`src/rtl/pmt_count_uart_tx.sv`:
```
// Serialises a 16-bit PMT count as two back-to-back 8N1 UART bytes.
// A strobe that arrives mid-frame is dropped, pulses overrun and bumps a saturating counter.
module pmt_count_uart_tx #(
  parameter int CLKS_PER_BIT = 434,
  parameter bit MSB_FIRST    = 1'b1
) (
  input  logic        clk,
  input  logic        reset,
  input  logic        send,
  input  logic [15:0] data,
  input  logic        stop_running,
  output logic        tx,
  output logic        busy,
  output logic        done,
  output logic        overrun,
  output logic [7:0]  overrun_count
);

  typedef enum logic [1:0] {
    S_IDLE,
    S_START,
    S_DATA,
    S_STOP
  } state_t;

  localparam logic [15:0] BAUD_LAST = 16'(CLKS_PER_BIT - 1);

  function automatic logic [7:0] sat_inc(input logic [7:0] v);
    return (v == 8'hFF) ? v : v + 8'd1;
  endfunction

  // The byte sent first is the high byte exactly when MSB_FIRST is set.
  function automatic logic [7:0] pick_byte(input logic [15:0] w, input logic second);
    return (MSB_FIRST ^ second) ? w[15:8] : w[7:0];
  endfunction

  state_t      state_q, state_d;
  logic [15:0] baud_q, baud_d;
  logic [2:0]  bit_idx_q, bit_idx_d;
  logic        byte_idx_q, byte_idx_d;
  logic [7:0]  shift_q, shift_d;
  logic [15:0] hold_q, hold_d;
  logic        tx_q, tx_d;
  logic        busy_q, busy_d;
  logic        done_q, done_d;
  logic        ovr_q, ovr_d;
  logic [7:0]  ovr_cnt_q, ovr_cnt_d;

  logic        go;
  logic        baud_end;

  assign go       = send && !stop_running;
  assign baud_end = (baud_q == BAUD_LAST);

  always_comb begin
    state_d    = state_q;
    baud_d     = baud_q;
    bit_idx_d  = bit_idx_q;
    byte_idx_d = byte_idx_q;
    shift_d    = shift_q;
    hold_d     = hold_q;
    tx_d       = tx_q;
    done_d     = 1'b0;
    ovr_d      = 1'b0;
    ovr_cnt_d  = ovr_cnt_q;

    case (state_q)
      S_IDLE: begin
        tx_d = 1'b1;
        if (go) begin
          state_d    = S_START;
          tx_d       = 1'b0;
          baud_d     = 16'd0;
          byte_idx_d = 1'b0;
          hold_d     = data;
          shift_d    = pick_byte(data, 1'b0);
        end
      end
      S_START: begin
        if (baud_end) begin
          state_d   = S_DATA;
          baud_d    = 16'd0;
          bit_idx_d = 3'd0;
          tx_d      = shift_q[0];
          shift_d   = {1'b0, shift_q[7:1]};
        end else begin
          baud_d = baud_q + 16'd1;
        end
      end
      S_DATA: begin
        if (baud_end) begin
          baud_d = 16'd0;
          if (bit_idx_q == 3'd7) begin
            state_d = S_STOP;
            tx_d    = 1'b1;
          end else begin
            bit_idx_d = bit_idx_q + 3'd1;
            tx_d      = shift_q[0];
            shift_d   = {1'b0, shift_q[7:1]};
          end
        end else begin
          baud_d = baud_q + 16'd1;
        end
      end
      S_STOP: begin
        if (baud_end) begin
          baud_d = 16'd0;
          if (!byte_idx_q) begin
            // Second byte follows its predecessor's stop bit with no idle gap.
            state_d    = S_START;
            tx_d       = 1'b0;
            byte_idx_d = 1'b1;
            shift_d    = pick_byte(hold_q, 1'b1);
          end else begin
            state_d    = S_IDLE;
            tx_d       = 1'b1;
            byte_idx_d = 1'b0;
            done_d     = 1'b1;
          end
        end else begin
          baud_d = baud_q + 16'd1;
        end
      end
      default: begin
        state_d = S_IDLE;
        tx_d    = 1'b1;
      end
    endcase

    if (go && busy_q) begin
      ovr_d     = 1'b1;
      ovr_cnt_d = sat_inc(ovr_cnt_q);
    end

    busy_d = (state_d != S_IDLE);
  end

  always_ff @(posedge clk) begin
    if (reset) begin
      state_q    <= S_IDLE;
      baud_q     <= 16'd0;
      bit_idx_q  <= 3'd0;
      byte_idx_q <= 1'b0;
      shift_q    <= 8'd0;
      hold_q     <= 16'd0;
      tx_q       <= 1'b1;
      busy_q     <= 1'b0;
      done_q     <= 1'b0;
      ovr_q      <= 1'b0;
      ovr_cnt_q  <= 8'd0;
    end else begin
      state_q    <= state_d;
      baud_q     <= baud_d;
      bit_idx_q  <= bit_idx_d;
      byte_idx_q <= byte_idx_d;
      shift_q    <= shift_d;
      hold_q     <= hold_d;
      tx_q       <= tx_d;
      busy_q     <= busy_d;
      done_q     <= done_d;
      ovr_q      <= ovr_d;
      ovr_cnt_q  <= ovr_cnt_d;
    end
  end

  assign tx            = tx_q;
  assign busy          = busy_q;
  assign done          = done_q;
  assign overrun       = ovr_q;
  assign overrun_count = ovr_cnt_q;

endmodule

```
`config.mk`:
```
export PLATFORM = sky130hd
export DESIGN_NAME = pmt_count_uart_tx
export DESIGN_NICKNAME = d
export VERILOG_FILES = /design/src/rtl/pmt_count_uart_tx.sv
export SDC_FILE = /design/constraint.sdc
export NUM_CORES = 1
export LEC_CHECK = 0
export BUFFER_PORTS_ARGS = -buffer_cell sky130_fd_sc_hd__buf_2
export CAP_MARGIN = 0
export CELL_PAD_IN_SITES_DETAIL_PLACEMENT = 0
export CELL_PAD_IN_SITES_GLOBAL_PLACEMENT = 1
export CORE_MARGIN = 2
export CORE_UTILIZATION = 43
export CTS_BUF_LIST = sky130_fd_sc_hd__clkbuf_16
export DETAILED_ROUTE_END_ITERATION = 6
export PLACE_DENSITY_LB_ADDON = 0.12
export SYNTH_ARGS = -nofsm -noshare
export SYNTH_HDL_FRONTEND = slang
export SYNTH_SLANG_ARGS = --single-unit
```
`constraint.sdc`:
```
create_clock -name clk -period 2.45 [get_ports clk]
set_clock_uncertainty 0.1 [all_clocks]
set_input_delay 0 -clock clk [delete_from_list [all_inputs] [get_ports clk]]
set_output_delay 0 -clock clk [all_outputs]
set_load 0.005 [all_outputs]
```
Word-level counts from Yosys, hierarchy flattened
Index checks and enable logic that the tools add are counted.

Input port bits: 20. Register bits: 50. Output and inout port bits: 12.

Reduce and logical (&&, ||, !) cells: 15. Equal/unequal tests: 12. Multiplexer cells: 33. Add/sub/neg operators: 3. Bitwise operators: 3.

Operators with widths (number): $mux W8 (6); $mux W16 (2); $pmux W16 S2 (1); $pmux W8 S4 (1); $add A16 B1 Y16 const B (1); $eq A16 B9 Y1 const B (1); $ne A2 B2 Y1 const B (6); $mux W1 (11); $mux W2 (5); $mux W3 (3); $add A8 B1 Y8 const B (1); $eq A8 B8 Y1 const B (1); $pmux W2 S4 (1); $pmux W3 S2 (1); $reduce_and A3 Y1 (2); $reduce_and A6 Y1 (1); $reduce_bool A2 Y1 (3); $reduce_or A3 Y1 (2); $eq A2 B2 Y1 const B (2); $pmux W1 S4 (1); $reduce_and A2 Y1 (2); $reduce_and A4 Y1 (1); $add A3 B1 Y3 const B (1); $eq A3 B3 Y1 const B (1); other kinds (6) (9).

Depth between registers and ports, before layout
Depth after elaboration: 5. Gate-level depth with buffers: 8.

Least setup slack after synthesis
No wires, ideal clock.

Kind: reg-to-reg. Start point: register baud_q[2]. End point: register busy_q, in the netlist busy. Data required time: 2.231 ns. Path slack: 0.254 ns. Data arrival time: 1.977 ns. Stages on the path, launching flop included: 7. Clock period less this slack: 2.196 ns. Buffers on the path: 1. Cell sequence: dfxtp_1 -> or4_1 -> or4_1 -> buf_6 -> a211oi_1 -> a211oi_1 -> o21bai_1.

Longest elaborated chain between the ends: 4.

Ends and longest elaborated chain: start, declared (line 38) `logic [15:0] baud_q, baud_d;`; start signal, assigned (line 153) `baud_q <= baud_d;`; $eq A16 B9 Y1 (*) (line 53) `assign baud_end = (baud_q == BAUD_LAST);`; $mux W2, on equally long branches (line 106, 80, 91); $pmux W2 S4 (*) (line 67) `case (state_q)`; $reduce_bool A2 Y1 (*) (line 135) `busy_d = (state_d != S_IDLE);`; end signal, assigned (line 159) `busy_q <= busy_d;`; end, declared (line 44) `logic busy_q, busy_d;`.

Every way passes the cells marked *; elsewhere a longest branch is shown, timed or not. A chain may end at the register's enable or synchronous reset.

Worst setup path in the final report
Start point: register baud_q[10]. End point: register shift_q[3].

Longest elaborated chain between the ends: 3.

Ends and longest elaborated chain: $eq A16 B9 Y1 (*) (line 53); $ne A2 B2 Y1 (no line); $reduce_and A6 Y1 (no line) (*); end signal, assigned (line 156) `shift_q <= shift_d;`; end, declared (line 41) `logic [7:0] shift_q, shift_d;`.

Marks and branches as above.

==> impl_metrics.csv <==
group,metric,value,unit
route,first_iter_violations,79,
route,drc_errors,0,
yosys,synth_edf_count,0,
yosys,synthTopCellsByCount,"50 x dfxtp_1, 37 x nand2_1, 30 x nor2_1, 25 x a21oi_1, 23 x nand3_1",
clock_tree,cts-root-buf,"clkbuf_16",
yosys,yosys_most_used_dff,"dfxtp_1",
grt,grt_max_degree,38,
sta,fin_setup_tns,0,ns
worst_setup_path,rr_endpoint,"shift_q[3]",
sta,hold_viol_final,0,
grt,grt_pass1_wl,10.30,mm
sta,finalCritPeriodShare,96.35,%
yosys,synth_top_area_share,39.76,%
clock_tree,post-cts-setup-buffers,0,
grt,overflow,0,
run,maxCapViolCount,0,
hold_path,hp-start,"data[14]",
worst_setup_path,cpPeakStageDelay,0.58,ns
worst_setup_path,r2r_setup_slack,0.09,ns
floorplanning,core.rowCount,27,
yosys,synth.largest_area_cell,"dfxtp_1",
pwr,peakVddDrop,0.0002942,V
floorplanning,die-area,6483,sq um
floorplanning,coreArea,5574,sq um
worst_setup_path,worstSetupEndpointType,"flip-flop",
placed_design,dp_hpwl,4.150,mm
worst_setup_path,critPathCapture,"shift_q[3]",
yosys,ys_top_cells_by_area,"dfxtp_1 40%, nand2_1 5.5%, a21oi_1 5.0%, ha_1 5.0%, nand3_1 4.6%",
yosys,synth_cell_types,45,
yosys,synth_seq_cells,50,
worst_setup_path,critPathLaunchType,"flip-flop",
clock_tree,cts_max_level,2,
yosys,seq_area_frac_synth,39.76,%
floorplanning,die_x,80.52,microns
placed_design,routabilityCongestion,0.7978,
worst_setup_path,rr_worst_depth,6,
cells_and_area,fin_nets,379,
outcome,status,"completed",
route,route.detailed.wl_per_inst,14.41,microns
route,wl,6.068,mm
sta,tightest_slew,0.7006,ns
route,dr.pass1.iters,4,
placed_design,dp.cells,406,
worst_setup_path,crit_top_cell,"or4_4",
floorplanning,die_h,80.52,microns
placed_design,io_buffers,31,
pwr,p_leak,1.215,nW
hold_path,holdPathStages,5,
clock_tree,clkTransAtPathRegs,0.06,ns
floorplanning,io_pins,32,
yosys,synth_nets,334,
route,vias_per_cell,5.461,
worst_setup_path,cp.arrival,2.46,ns
grt,antenna_found_initial,0,
clock_tree,cts-buffers-inserted,5,
placed_design,placed_cell_area,2801,sq um
worst_setup_path,cp-startpoint,"baud_q[10]",
sta,setup_viol,0,
worst_setup_path,worst_path_max_delay_cell,"or4_4",
cells_and_area,insertedDiodeCount,0,
clock_tree,numClockSinks,50,
yosys,avgSynthCellArea,8.281,sq um
sta,fin_crit,2.361,ns
grt,grtUsageTotal,20.63,%
cells_and_area,drive_above_1_share,16.62,%
worst_setup_path,cp_max_fo,8,
floorplanning,start_util,45.16,%
sta,max_slew_margin,53.30,%
yosys,async_reset_ff_share,0,%
worst_setup_path,cp.required,2.55,ns
cells_and_area,syn_to_final_growth,21.07,%
grt,grt_pass1_vias,2083,
clock_tree,clk_latency,0.28,ns
yosys,synth_area,2517,sq um
clock_tree,cts_tree,"done",
cells_and_area,final_cells,421,
worst_setup_path,crit_chain,"or4_4, or4_4, buf_4, a21oi_4, o211ai_1, a21oi_1",
yosys,yosysWarnings,0,
sta,timing.fmax,0.4236,GHz
hold_path,hold_class,"input port to flip-flop",
worst_setup_path,r2r-start,"baud_q[10]",
yosys,synth.most_common_cell,"dfxtp_1",
sta,rsz0062_at_grt,"false",
pwr,cellPowerDensity,605.5,nW/um^2
clock_tree,max-clock-path-buffers,2,
worst_setup_path,criticalPathCategory,"flip-flop to flip-flop",
yosys,syn_inst,304,
route,via_count,2299,
route,final_antenna_net_count,0,
cells_and_area,final_area,3048,sq um
sta,slew_violations,0,
[area by class of cell]
| class | count | area (sq um) |
|---|---|---|
| Tap cell | 72 | 90.09 |
| Multi-Input combinational cell | 233 | 1435 |
| Inverter | 6 | 22.52 |
| Clock buffer | 5 | 125.1 |
| Timing Repair Buffer | 53 | 340.3 |
| Sequential cell | 50 | 1001 |
| Fill cell | 551 | 2526 |
| Clock inverter | 2 | 33.78 |
[routing by layer]
layer	track usage [%]	wire length (microns)	vias to the layer above
li1	-	-	1173
met2	32.17	2837	42
met3	3.820	216	4
met4	6.949	45	0
met5	0	0	-
met1	28.54	2968	1080
[sequential cells by signal, summed over array words and instances, names as in the netlist]
register       count
busy               1
shift_q            8
byte_idx_q         1
state_q            2
baud_q            16
overrun            1
bit_idx_q          3
tx                 1
done               1
hold_q             8
overrun_count      8
[where the power goes]
| part | internal, W | switching, W |
|---|---|---|
| Sequential | 0.000841 | 0.0000190 |
| Combinational | 0.0000941 | 0.000133 |
| Clock | 0.000473 | 0.000286 |
| Total | 0.00141 | 0.000438 |
[critical path: cells and delay by family, from the launching register on]
kind | cells | cell delay (ns)
simple gates | 2 | 1.10
buf+inv | 1 | 0.19
compound gates | 3 | 0.56
flops | 1 | 0.34
[stage by stage]
stage / utilization [%] / power, W / setup slack, ns / hold WS, ns
after floorplan: - / 0.001022 / 0.2540 / 0.04749
after global placement: 50.26 / 0.001096 / 0.1231 / 0.1574
after detailed placement: 50.26 / 0.001097 / 0.09679 / 0.1581
after CTS: 54.55 / 0.001867 / 0.04368 / 0.01772
after global routing: 54.68 / 0.001936 / 0.004588 / 0.04257
final: 54.68 / 0.001846 / 0.08931 / 0.01829
[cell families (layout without fill, tap and decap cells)]
family | after synthesis | in the layout | synth area share [%]
simple gates | 131 | 131 | 25.75
buf+inv | 21 | 66 | 3.529
mux | 2 | 2 | 0.7953
compound gates | 70 | 70 | 18.24
flops | 50 | 50 | 39.76
fa+ha+maj | 10 | 10 | 4.970
xor+xnor | 20 | 20 | 6.958
[cells in the final DEF, fill, tap and decap left out, types with 2 or more instances in the layout]
cell type,instances
a211oi_1,3
a21oi_1,25
a22oi_1,7
and2_1,4
and3_1,4
and4_1,3
buf_2,31
buf_4,14
clkbuf_16,5
dfxtp_1,50
dlygate4sd3_1,8
ha_1,10
inv_1,6
mux2i_1,2
nand2_1,37
nand3_1,23
nand3b_1,2
nand4_1,6
nor2_1,30
nor2b_1,2
nor3_1,4
nor3b_1,2
nor4_1,4
o211ai_1,12
o21ai_0,10
o21ai_1,2
o21bai_1,3
or4_4,2
xnor2_1,8
xor2_1,12
[how the worst min path moves through the flow]
stage | slack [ns] | endpoint
2_1_floorplan | 0.05 | hold_q[0]
3_3_place_gp | 0.16 | hold_q[7]
6_report | 0.02 | shift_q[6]
3_5_place_dp | 0.16 | hold_q[7]
4_1_cts | 0.02 | shift_q[6]
5_1_grt | 0.04 | overrun
[timing repair]
| action | in CTS | in global routing |
|---|---|---|
| endpoints found under the setup margin | 0 | 8 |
| hold buffers | 8 | 0 |
| gates resized for setup | 0 | 2 |
| endpoints found under the hold margin | 8 | 0 |
Note: power is estimated with default switching activity, not from simulation.
